`src/rtl/decode_stage_pkg.sv`:
```
// Shared definitions for the decode stage: opcode/funct codes, ALU-op encoding,
// decoded control bundle and the ID/EX register layout.
package decode_stage_pkg;

  localparam int WORD_LENGTH = 32;
  localparam int REG_COUNT   = 32;
  localparam int REG_IDX_W   = 5;

  localparam logic [5:0] OP_RTYPE = 6'h00;
  localparam logic [5:0] OP_ADDI  = 6'h08;
  localparam logic [5:0] OP_LW    = 6'h23;
  localparam logic [5:0] OP_SW    = 6'h2B;
  localparam logic [5:0] OP_BEQ   = 6'h04;
  localparam logic [5:0] OP_BNE   = 6'h05;
  localparam logic [5:0] OP_J     = 6'h02;

  localparam logic [5:0] FN_ADD = 6'h20;
  localparam logic [5:0] FN_SUB = 6'h22;
  localparam logic [5:0] FN_AND = 6'h24;
  localparam logic [5:0] FN_OR  = 6'h25;
  localparam logic [5:0] FN_SLT = 6'h2A;
  localparam logic [5:0] FN_SLL = 6'h00;

  localparam logic [WORD_LENGTH-1:0] NOP_INSTR = '0;

  typedef enum logic [3:0] {
    ALU_ADD = 4'd0,
    ALU_SUB = 4'd1,
    ALU_AND = 4'd2,
    ALU_OR  = 4'd3,
    ALU_SLT = 4'd4,
    ALU_SLL = 4'd5
  } alu_op_e;

  typedef struct packed {
    logic    reg_write;
    logic    mem_read;
    logic    mem_write;
    logic    alu_src;
    logic    reg_dst;
    logic    is_beq;
    logic    is_bne;
    logic    is_jump;
    logic    uses_rt;
    alu_op_e alu_op;
  } ctrl_t;

  typedef struct packed {
    logic [WORD_LENGTH-1:0] pc4;
    logic [WORD_LENGTH-1:0] rs_data;
    logic [WORD_LENGTH-1:0] rt_data;
    logic [WORD_LENGTH-1:0] imm;
    logic [REG_IDX_W-1:0]   rs;
    logic [REG_IDX_W-1:0]   rt;
    logic [REG_IDX_W-1:0]   dest;
    logic                   reg_write;
    logic                   mem_read;
    logic                   mem_write;
    logic                   alu_src;
    alu_op_e                alu_op;
  } idex_t;

  // uses_rt marks formats whose rt field is a source operand (hazard checks).
  function automatic ctrl_t decode_ctrl(input logic [WORD_LENGTH-1:0] instr);
    ctrl_t c;
    c        = '0;
    c.alu_op = ALU_ADD;
    case (instr[31:26])
      OP_RTYPE: begin
        c.uses_rt = 1'b1;
        if (instr != NOP_INSTR) begin
          c.reg_write = 1'b1;
          c.reg_dst   = 1'b1;
          case (instr[5:0])
            FN_ADD:  c.alu_op = ALU_ADD;
            FN_SUB:  c.alu_op = ALU_SUB;
            FN_AND:  c.alu_op = ALU_AND;
            FN_OR:   c.alu_op = ALU_OR;
            FN_SLT:  c.alu_op = ALU_SLT;
            FN_SLL:  c.alu_op = ALU_SLL;
            default: begin
              c.reg_write = 1'b0;
              c.reg_dst   = 1'b0;
            end
          endcase
        end
      end
      OP_ADDI: begin
        c.reg_write = 1'b1;
        c.alu_src   = 1'b1;
      end
      OP_LW: begin
        c.reg_write = 1'b1;
        c.mem_read  = 1'b1;
        c.alu_src   = 1'b1;
      end
      OP_SW: begin
        c.mem_write = 1'b1;
        c.alu_src   = 1'b1;
        c.uses_rt   = 1'b1;
      end
      OP_BEQ: begin
        c.is_beq  = 1'b1;
        c.uses_rt = 1'b1;
        c.alu_op  = ALU_SUB;
      end
      OP_BNE: begin
        c.is_bne  = 1'b1;
        c.uses_rt = 1'b1;
        c.alu_op  = ALU_SUB;
      end
      OP_J:    c.is_jump = 1'b1;
      default: ;
    endcase
    return c;
  endfunction

endpackage

```
`src/rtl/decode_stage_if.sv`:
```
// Decode-stage bus: fetch inputs/redirect, writeback port, EX hazard info and ID/EX fields.
// master = surrounding pipeline, slave = decode_stage.
interface decode_stage_if;
  import decode_stage_pkg::*;

  logic [WORD_LENGTH-1:0] ifPc4;
  logic [WORD_LENGTH-1:0] ifInstr;
  logic                   wbWrite;
  logic [REG_IDX_W-1:0]   wbAddr;
  logic [WORD_LENGTH-1:0] wbData;
  logic                   exMemRead;
  logic                   exRegWrite;
  logic [REG_IDX_W-1:0]   exDest;
  logic                   pcEnb;
  logic                   BrachTaken;
  logic [WORD_LENGTH-1:0] BranchAddress;
  logic [WORD_LENGTH-1:0] idexPc4;
  logic [WORD_LENGTH-1:0] idexRsData;
  logic [WORD_LENGTH-1:0] idexRtData;
  logic [WORD_LENGTH-1:0] idexImm;
  logic [REG_IDX_W-1:0]   idexRs;
  logic [REG_IDX_W-1:0]   idexRt;
  logic [REG_IDX_W-1:0]   idexDest;
  logic                   idexRegWrite;
  logic                   idexMemRead;
  logic                   idexMemWrite;
  logic                   idexAluSrc;
  logic [3:0]             idexAluOp;

  modport master (
    output ifPc4, ifInstr, wbWrite, wbAddr, wbData, exMemRead, exRegWrite, exDest,
    input  pcEnb, BrachTaken, BranchAddress, idexPc4, idexRsData, idexRtData, idexImm,
           idexRs, idexRt, idexDest, idexRegWrite, idexMemRead, idexMemWrite,
           idexAluSrc, idexAluOp
  );

  modport slave (
    input  ifPc4, ifInstr, wbWrite, wbAddr, wbData, exMemRead, exRegWrite, exDest,
    output pcEnb, BrachTaken, BranchAddress, idexPc4, idexRsData, idexRtData, idexImm,
           idexRs, idexRt, idexDest, idexRegWrite, idexMemRead, idexMemWrite,
           idexAluSrc, idexAluOp
  );
endinterface

```
`src/rtl/decode_stage_register_file.sv`:
```
// 32x32 register file: two async reads, one sync write, r0 reads as zero.
// DECODE_BYPASS_EN forwards same-cycle writeback data onto the read ports.
module register_file
  import decode_stage_pkg::*;
(
  input  logic                   clk,
  input  logic                   rst,
  input  logic [REG_IDX_W-1:0]   rs_addr_i,
  input  logic [REG_IDX_W-1:0]   rt_addr_i,
  output logic [WORD_LENGTH-1:0] rs_data_o,
  output logic [WORD_LENGTH-1:0] rt_data_o,
  input  logic                   wr_en_i,
  input  logic [REG_IDX_W-1:0]   wr_addr_i,
  input  logic [WORD_LENGTH-1:0] wr_data_i
);

  logic [WORD_LENGTH-1:0] regs_q [REG_COUNT];

  always_ff @(posedge clk or posedge rst) begin
    if (rst) begin
      for (int i = 0; i < REG_COUNT; i++) begin
        regs_q[i] <= '0;
      end
    end else if (wr_en_i && (wr_addr_i != '0)) begin
      regs_q[wr_addr_i] <= wr_data_i;
    end
  end

  always_comb begin
    rs_data_o = (rs_addr_i == '0) ? '0 : regs_q[rs_addr_i];
    rt_data_o = (rt_addr_i == '0) ? '0 : regs_q[rt_addr_i];
`ifdef DECODE_BYPASS_EN
    if (wr_en_i && (wr_addr_i != '0) && (wr_addr_i == rs_addr_i)) rs_data_o = wr_data_i;
    if (wr_en_i && (wr_addr_i != '0) && (wr_addr_i == rt_addr_i)) rt_data_o = wr_data_i;
`endif
  end

endmodule

```
`src/rtl/decode_stage.sv`:
```
// Decode stage: IF/ID register, register file, decoder, branch resolution in ID,
// load-use/branch hazard stall and ID/EX register. Optional macro: DECODE_BYPASS_EN.
module decode_stage
  import decode_stage_pkg::*;
(
  input  logic          clk,
  input  logic          rst,
  decode_stage_if.slave bus
);

  logic [WORD_LENGTH-1:0] if_id_pc4_q, if_id_pc4_d;
  logic [WORD_LENGTH-1:0] if_id_instr_q, if_id_instr_d;
  idex_t                  idex_q, idex_d;

  logic [REG_IDX_W-1:0]   rs, rt, rd;
  logic [WORD_LENGTH-1:0] imm, rs_data, rt_data, branch_target;
  ctrl_t                  ctrl;
  logic                   load_use, branch_hazard, stall, branch_taken, operands_equal;

  assign rs   = if_id_instr_q[25:21];
  assign rt   = if_id_instr_q[20:16];
  assign rd   = if_id_instr_q[15:11];
  assign imm  = {{16{if_id_instr_q[15]}}, if_id_instr_q[15:0]};
  assign ctrl = decode_ctrl(if_id_instr_q);

  register_file u_register_file (
    .clk       (clk),
    .rst       (rst),
    .rs_addr_i (rs),
    .rt_addr_i (rt),
    .rs_data_o (rs_data),
    .rt_data_o (rt_data),
    .wr_en_i   (bus.wbWrite),
    .wr_addr_i (bus.wbAddr),
    .wr_data_i (bus.wbData)
  );

  // A stalled branch must not redirect: its operands are not final yet.
  always_comb begin
    load_use = bus.exMemRead && (bus.exDest != '0) &&
               ((bus.exDest == rs) || (ctrl.uses_rt && (bus.exDest == rt)));
    branch_hazard = (ctrl.is_beq || ctrl.is_bne) && bus.exRegWrite && (bus.exDest != '0) &&
                    ((bus.exDest == rs) || (bus.exDest == rt));
    stall          = load_use || branch_hazard;
    operands_equal = (rs_data == rt_data);
    branch_taken   = !stall && ((ctrl.is_beq && operands_equal) ||
                                (ctrl.is_bne && !operands_equal) || ctrl.is_jump);
    branch_target  = ctrl.is_jump ? {if_id_pc4_q[31:28], if_id_instr_q[25:0], 2'b00}
                                  : if_id_pc4_q + {imm[29:0], 2'b00};
  end

  always_comb begin
    if_id_pc4_d   = if_id_pc4_q;
    if_id_instr_d = if_id_instr_q;
    if (!stall) begin
      if (branch_taken) begin
        if_id_pc4_d   = '0;
        if_id_instr_d = NOP_INSTR;
      end else begin
        if_id_pc4_d   = bus.ifPc4;
        if_id_instr_d = bus.ifInstr;
      end
    end

    idex_d = '0;
    if (!stall) begin
      idex_d.pc4       = if_id_pc4_q;
      idex_d.rs_data   = rs_data;
      idex_d.rt_data   = rt_data;
      idex_d.imm       = imm;
      idex_d.rs        = rs;
      idex_d.rt        = rt;
      idex_d.dest      = ctrl.reg_dst ? rd : rt;
      idex_d.reg_write = ctrl.reg_write;
      idex_d.mem_read  = ctrl.mem_read;
      idex_d.mem_write = ctrl.mem_write;
      idex_d.alu_src   = ctrl.alu_src;
      idex_d.alu_op    = ctrl.alu_op;
    end
  end

  always_ff @(posedge clk or posedge rst) begin
    if (rst) begin
      if_id_pc4_q   <= '0;
      if_id_instr_q <= '0;
      idex_q        <= '0;
    end else begin
      if_id_pc4_q   <= if_id_pc4_d;
      if_id_instr_q <= if_id_instr_d;
      idex_q        <= idex_d;
    end
  end

  assign bus.pcEnb         = !stall;
  assign bus.BrachTaken    = branch_taken;
  assign bus.BranchAddress = branch_target;
  assign bus.idexPc4       = idex_q.pc4;
  assign bus.idexRsData    = idex_q.rs_data;
  assign bus.idexRtData    = idex_q.rt_data;
  assign bus.idexImm       = idex_q.imm;
  assign bus.idexRs        = idex_q.rs;
  assign bus.idexRt        = idex_q.rt;
  assign bus.idexDest      = idex_q.dest;
  assign bus.idexRegWrite  = idex_q.reg_write;
  assign bus.idexMemRead   = idex_q.mem_read;
  assign bus.idexMemWrite  = idex_q.mem_write;
  assign bus.idexAluSrc    = idex_q.alu_src;
  assign bus.idexAluOp     = idex_q.alu_op;

endmodule

```
`src/flat_wrapper.sv`:
```
// flat-port wrapper written by rule: the top's interface ports become plain ports
module decode_stage_flat import decode_stage_pkg::*;
  (clk, rst, bus_ifPc4, bus_ifInstr, bus_wbWrite, bus_wbAddr, bus_wbData, bus_exMemRead, bus_exRegWrite, bus_exDest, bus_pcEnb, bus_BrachTaken, bus_BranchAddress, bus_idexPc4, bus_idexRsData, bus_idexRtData, bus_idexImm, bus_idexRs, bus_idexRt, bus_idexDest, bus_idexRegWrite, bus_idexMemRead, bus_idexMemWrite, bus_idexAluSrc, bus_idexAluOp);
  decode_stage_if bus_i ();
  input  logic clk;
  input  logic rst;
  input wire logic [$bits(bus_i.ifPc4)-1:0] bus_ifPc4;
  input wire logic [$bits(bus_i.ifInstr)-1:0] bus_ifInstr;
  input wire logic [$bits(bus_i.wbWrite)-1:0] bus_wbWrite;
  input wire logic [$bits(bus_i.wbAddr)-1:0] bus_wbAddr;
  input wire logic [$bits(bus_i.wbData)-1:0] bus_wbData;
  input wire logic [$bits(bus_i.exMemRead)-1:0] bus_exMemRead;
  input wire logic [$bits(bus_i.exRegWrite)-1:0] bus_exRegWrite;
  input wire logic [$bits(bus_i.exDest)-1:0] bus_exDest;
  output wire logic [$bits(bus_i.pcEnb)-1:0] bus_pcEnb;
  output wire logic [$bits(bus_i.BrachTaken)-1:0] bus_BrachTaken;
  output wire logic [$bits(bus_i.BranchAddress)-1:0] bus_BranchAddress;
  output wire logic [$bits(bus_i.idexPc4)-1:0] bus_idexPc4;
  output wire logic [$bits(bus_i.idexRsData)-1:0] bus_idexRsData;
  output wire logic [$bits(bus_i.idexRtData)-1:0] bus_idexRtData;
  output wire logic [$bits(bus_i.idexImm)-1:0] bus_idexImm;
  output wire logic [$bits(bus_i.idexRs)-1:0] bus_idexRs;
  output wire logic [$bits(bus_i.idexRt)-1:0] bus_idexRt;
  output wire logic [$bits(bus_i.idexDest)-1:0] bus_idexDest;
  output wire logic [$bits(bus_i.idexRegWrite)-1:0] bus_idexRegWrite;
  output wire logic [$bits(bus_i.idexMemRead)-1:0] bus_idexMemRead;
  output wire logic [$bits(bus_i.idexMemWrite)-1:0] bus_idexMemWrite;
  output wire logic [$bits(bus_i.idexAluSrc)-1:0] bus_idexAluSrc;
  output wire logic [$bits(bus_i.idexAluOp)-1:0] bus_idexAluOp;
  assign bus_i.ifPc4 = bus_ifPc4;
  assign bus_i.ifInstr = bus_ifInstr;
  assign bus_i.wbWrite = bus_wbWrite;
  assign bus_i.wbAddr = bus_wbAddr;
  assign bus_i.wbData = bus_wbData;
  assign bus_i.exMemRead = bus_exMemRead;
  assign bus_i.exRegWrite = bus_exRegWrite;
  assign bus_i.exDest = bus_exDest;
  assign bus_pcEnb = bus_i.pcEnb;
  assign bus_BrachTaken = bus_i.BrachTaken;
  assign bus_BranchAddress = bus_i.BranchAddress;
  assign bus_idexPc4 = bus_i.idexPc4;
  assign bus_idexRsData = bus_i.idexRsData;
  assign bus_idexRtData = bus_i.idexRtData;
  assign bus_idexImm = bus_i.idexImm;
  assign bus_idexRs = bus_i.idexRs;
  assign bus_idexRt = bus_i.idexRt;
  assign bus_idexDest = bus_i.idexDest;
  assign bus_idexRegWrite = bus_i.idexRegWrite;
  assign bus_idexMemRead = bus_i.idexMemRead;
  assign bus_idexMemWrite = bus_i.idexMemWrite;
  assign bus_idexAluSrc = bus_i.idexAluSrc;
  assign bus_idexAluOp = bus_i.idexAluOp;
  decode_stage u_core (.clk(clk), .rst(rst), .bus(bus_i));
endmodule
```
`config.mk`:
```
export PLATFORM = sky130hd
export DESIGN_NAME = decode_stage_flat
export DESIGN_NICKNAME = d
export VERILOG_FILES = /design/src/rtl/decode_stage_pkg.sv /design/src/rtl/decode_stage_if.sv /design/src/rtl/decode_stage_register_file.sv /design/src/rtl/decode_stage.sv /design/src/flat_wrapper.sv
export SDC_FILE = /design/constraint.sdc
export NUM_CORES = 2
export LEC_CHECK = 0
export ABC_AREA = 0
export CAP_MARGIN = 20
export CORE_MARGIN = 5
export CORE_UTILIZATION = 25
export DETAILED_ROUTE_END_ITERATION = 16
export GPL_TIMING_DRIVEN = 0
export MAX_ROUTING_LAYER = met4
export SLEW_MARGIN = 15
export SYNTH_ARGS = -nofsm -noshare
export SYNTH_HDL_FRONTEND = slang
export SYNTH_SLANG_ARGS = --single-unit
```
`constraint.sdc`:
```
create_clock -name clk -period 68.5 [get_ports clk]
set_input_delay 20.55 -clock clk [delete_from_list [all_inputs] [get_ports clk]]
set_output_delay 20.55 -clock clk [all_outputs]
set_load 0.05 [all_outputs]
```
==> flow_summary.json <==
{
  "vias": 47850,
  "synthDistinctLibCells": 71,
  "final_area_um2": 76620,
  "drt_iter0_markers": 7345,
  "p_sw_mw": 0.8181,
  "cts_tree": "done",
  "p_comb_share_pct": 28.5,
  "synth_common_cells": "dfrtp_1, mux2_2, mux4_2, mux2i_1, clkbuf_1",
  "drive_gt1_share_pct": 39.61,
  "period_share_pct": 66.29,
  "hold_viol_final": 0,
  "cts_root_buf": "clkbuf_16",
  "status": "finished, final reports clean",
  "clock_skew_ns": 0.03275,
  "path_clk_slew_ns": 0.06,
  "dieArea_um2": 263600,
  "firstDrtPassIters": 8,
  "worst_ep_required_time_ns": 47.95,
  "async_reset_ff_share_pct": 100.0,
  "total_power_mw": 2.415,
  "cts-hold-fix-buffers": 0,
  "design.core.area_um2": 251900,
  "utilization_pct": 30.42,
  "pwr-share-clk_pct": 32.1,
  "fin_nets": 5076,
  "synth_flop_cell": "dfrtp_1",
  "die_height_um": 513.4,
  "dp_hpwl_um": 217800,
  "pre_cts_ws_ns": 23.11,
  "max-slew-margin-rel_pct": 4.378,
  "timing.setup.tns_ns": 0,
  "viasPerCell": 5.679,
  "fin_cells": 8425,
  "max_freq_mhz": 22.02,
  "post_cts_buffers": 0,
  "synth_top_area_cell": "dfrtp_1",
  "die_width_um": 513.4,
  "cts.htree.levels": 4,
  "clockBufferDepth": 3,
  "yosys-top-cells-area": "dfrtp_1, mux2_2, mux4_2, mux2i_1, clkbuf_1",
  "start_kind": "input pin",
  "p_sw_share_pct": 33.87,
  "synth.yosys.seq_area_share_pct": 48.26,
  "grt_pass1_vias": 47100,
  "hold_slack_ns": 0.4626,
  "numCtsBuffers": 134,
  "place_congestion": 0.9917,
  "crit_path_end_kind": "primary output",
  "maxSlewViolCount": 0,
  "synth_fp_nets": 4571,
  "hold_path.class": "register to register",
  "ioPinCount": 296,
  "path_max_fanout": 10,
  "syn_inst": 4430,
  "yosysMostFrequentCell": "dfrtp_1",
  "crit_arrival_ns": 24.86,
  "synth_edf_count": 0,
  "grt_max_degree": 115,
  "place.port_buffers": 294,
  "power.ir.vdd_worst_uv": 28.94,
  "worst-setup-path-type": "input pin to primary output",
  "grt_setup_unrepaired": "no",
  "grt-ovfl-total": 0,
  "dp.cells": 8144,
  "p_int_mw": 1.597,
  "wirelength_um": 312400,
  "yosys_warnings": 0,
  "grtUsageTotal_pct": 23.65,
  "p_per_area_nw_per_um2": 31.52,
  "cts_resized": 0,
  "avgSynthCellArea_um2": 14.30,
  "start_util_pct": 25.16,
  "p_leak_nw": 32.56,
  "fin_ws_ns": 23.09,
  "synth_seq_cells": 1222,
  "place_area_um2": 71910,
  "clkSinkCount": 1222,
  "synth.top_cell.area_share_pct": 48.26,
  "max_cap_violations": 0,
  "clk_latency_ns": 0.80,
  "area_growth_pct": 20.94,
  "antenna_found_initial": 35,
  "ant_nets": 0,
  "min_period_ns": 45.41,
  "rows": 184,
  "wire_per_inst_um": 37.08,
  "num-fill-cells": 25190,
  "tightest_slew_ns": 1.434,
  "seq_power_share_pct": 39.4,
  "setup_viol": 0,
  "grt_pass1_wl_um": 415600,
  "post-route-drc-count": 0,
  "syn_area_um2": 63360
}
==> cell type report <==
type / instances / area (um^2) / share of cell area, %
Multi-Input combinational cell: 2725 / 30410 / 39.68
Sequential cell: 1222 / 30580 / 39.91
Buffer: 465 / 2512 / 3.279
Clock buffer: 186 / 3905 / 5.096
Timing Repair Buffer: 369 / 4182 / 5.457
Antenna cell: 33 / 82.58 / 0.1078
Tap cell: 3348 / 4189 / 5.467
Clock inverter: 59 / 691.9 / 0.9030
Inverter: 18 / 75.07 / 0.09797
==> sequential cells by signal (all words and copies together) (netlist names), 3 cells and up <==
| name | count |
|---|---|
| u_core.bus.idexAluOp | 3 |
| u_core.bus.idexDest | 5 |
| u_core.bus.idexImm | 16 |
| u_core.bus.idexPc4 | 32 |
| u_core.bus.idexRs | 5 |
| u_core.bus.idexRsData | 32 |
| u_core.bus.idexRt | 5 |
| u_core.bus.idexRtData | 32 |
| u_core.if_id_instr_q | 32 |
| u_core.if_id_pc4_q | 32 |
| u_core.u_register_file.regs_q | 1024 |
==> power groups by stage <==
| stage | Combinational, mW | Sequential, mW | Clock, mW |
|---|---|---|---|
| finish | 0.688 | 0.951 | 0.776 |
| global route | 0.706 | 0.964 | 0.811 |
| CTS | 0.672 | 0.946 | 0.780 |
| detailed placement | 0.670 | 0.959 | 0 |
| global placement | 0.653 | 0.954 | 0 |
| floorplan | 0.386 | 0.977 | 0 |
==> worst max-delay path: stages <==
cell and delay (ns):
clkdlybuf4s50_1 0.52, xor2_1 0.20, nor3_1 0.22, nand3_1 0.09, a221oi_1 0.65, clkbuf_1 0.61, buf_2 0.39, buf_2 0.63
nor2_1 0.19, clkdlybuf4s50_1 0.79
==> worst paths after layout <==
| path | from | to | slack (ns) | cells after the start |
|---|---|---|---|---|
| hold reg to reg | u_core.u_register_file.regs_q[1021]$_DFFE_PP0P_ | u_core.u_register_file.regs_q[1021]$_DFFE_PP0P_ | 0.46 | 1 |
| setup reg to reg | u_core.if_id_instr_q[22]$_DFFE_PP0P_ | u_core.if_id_instr_q[16]$_DFFE_PP0P_ | 60.85 | 15 |
| setup / recovery | bus_exDest[2] | bus_BrachTaken | 23.09 | 10 |
| min in group asynchronous | rst | u_core.bus.idexImm[1]$_DFF_PP0_ | 20.30 | 2 |
| max in group asynchronous | rst | u_core.u_register_file.regs_q[666]$_DFFE_PP0P_ | 46.15 | 5 |
| hold / removal | u_core.u_register_file.regs_q[1021]$_DFFE_PP0P_ | u_core.u_register_file.regs_q[1021]$_DFFE_PP0P_ | 0.46 | 1 |
==> layout by cell type, fill, tap and decap left out, drive strengths merged, types with 79 or more instances in the layout <==
cell type      instances
buf                  285
clkdlybuf4s50        294
nor2b                 81
mux4                 432
mux2i                274
dfrtp               1222
clkbuf               441
a22oi                127
nor2                 135
a22o                  79
mux2                 992
==> cells by family after synthesis <==
kind of cell / share of synthesized area (%)
muxes: 37.32
DFF: 48.26
buffers and inverters: 3.867
and+or+nand+nor: 3.993
AOI/OAI and AO/OA: 5.087
xor gates and xnor gates: 0.8571
adders and majority gates: 0.6043
other: 0.005919
==> routing by layer <==
metal  wire length (um)  vias to the layer above  track usage [%]
met3              39330                      997            9.082
li1                   -                    17850                -
met4              24930                        0            15.67
met1             117300                    25420            28.37
met2             130800                     3583            32.92
met5                  0                        -                -
(Power assumes the default switching activity.)
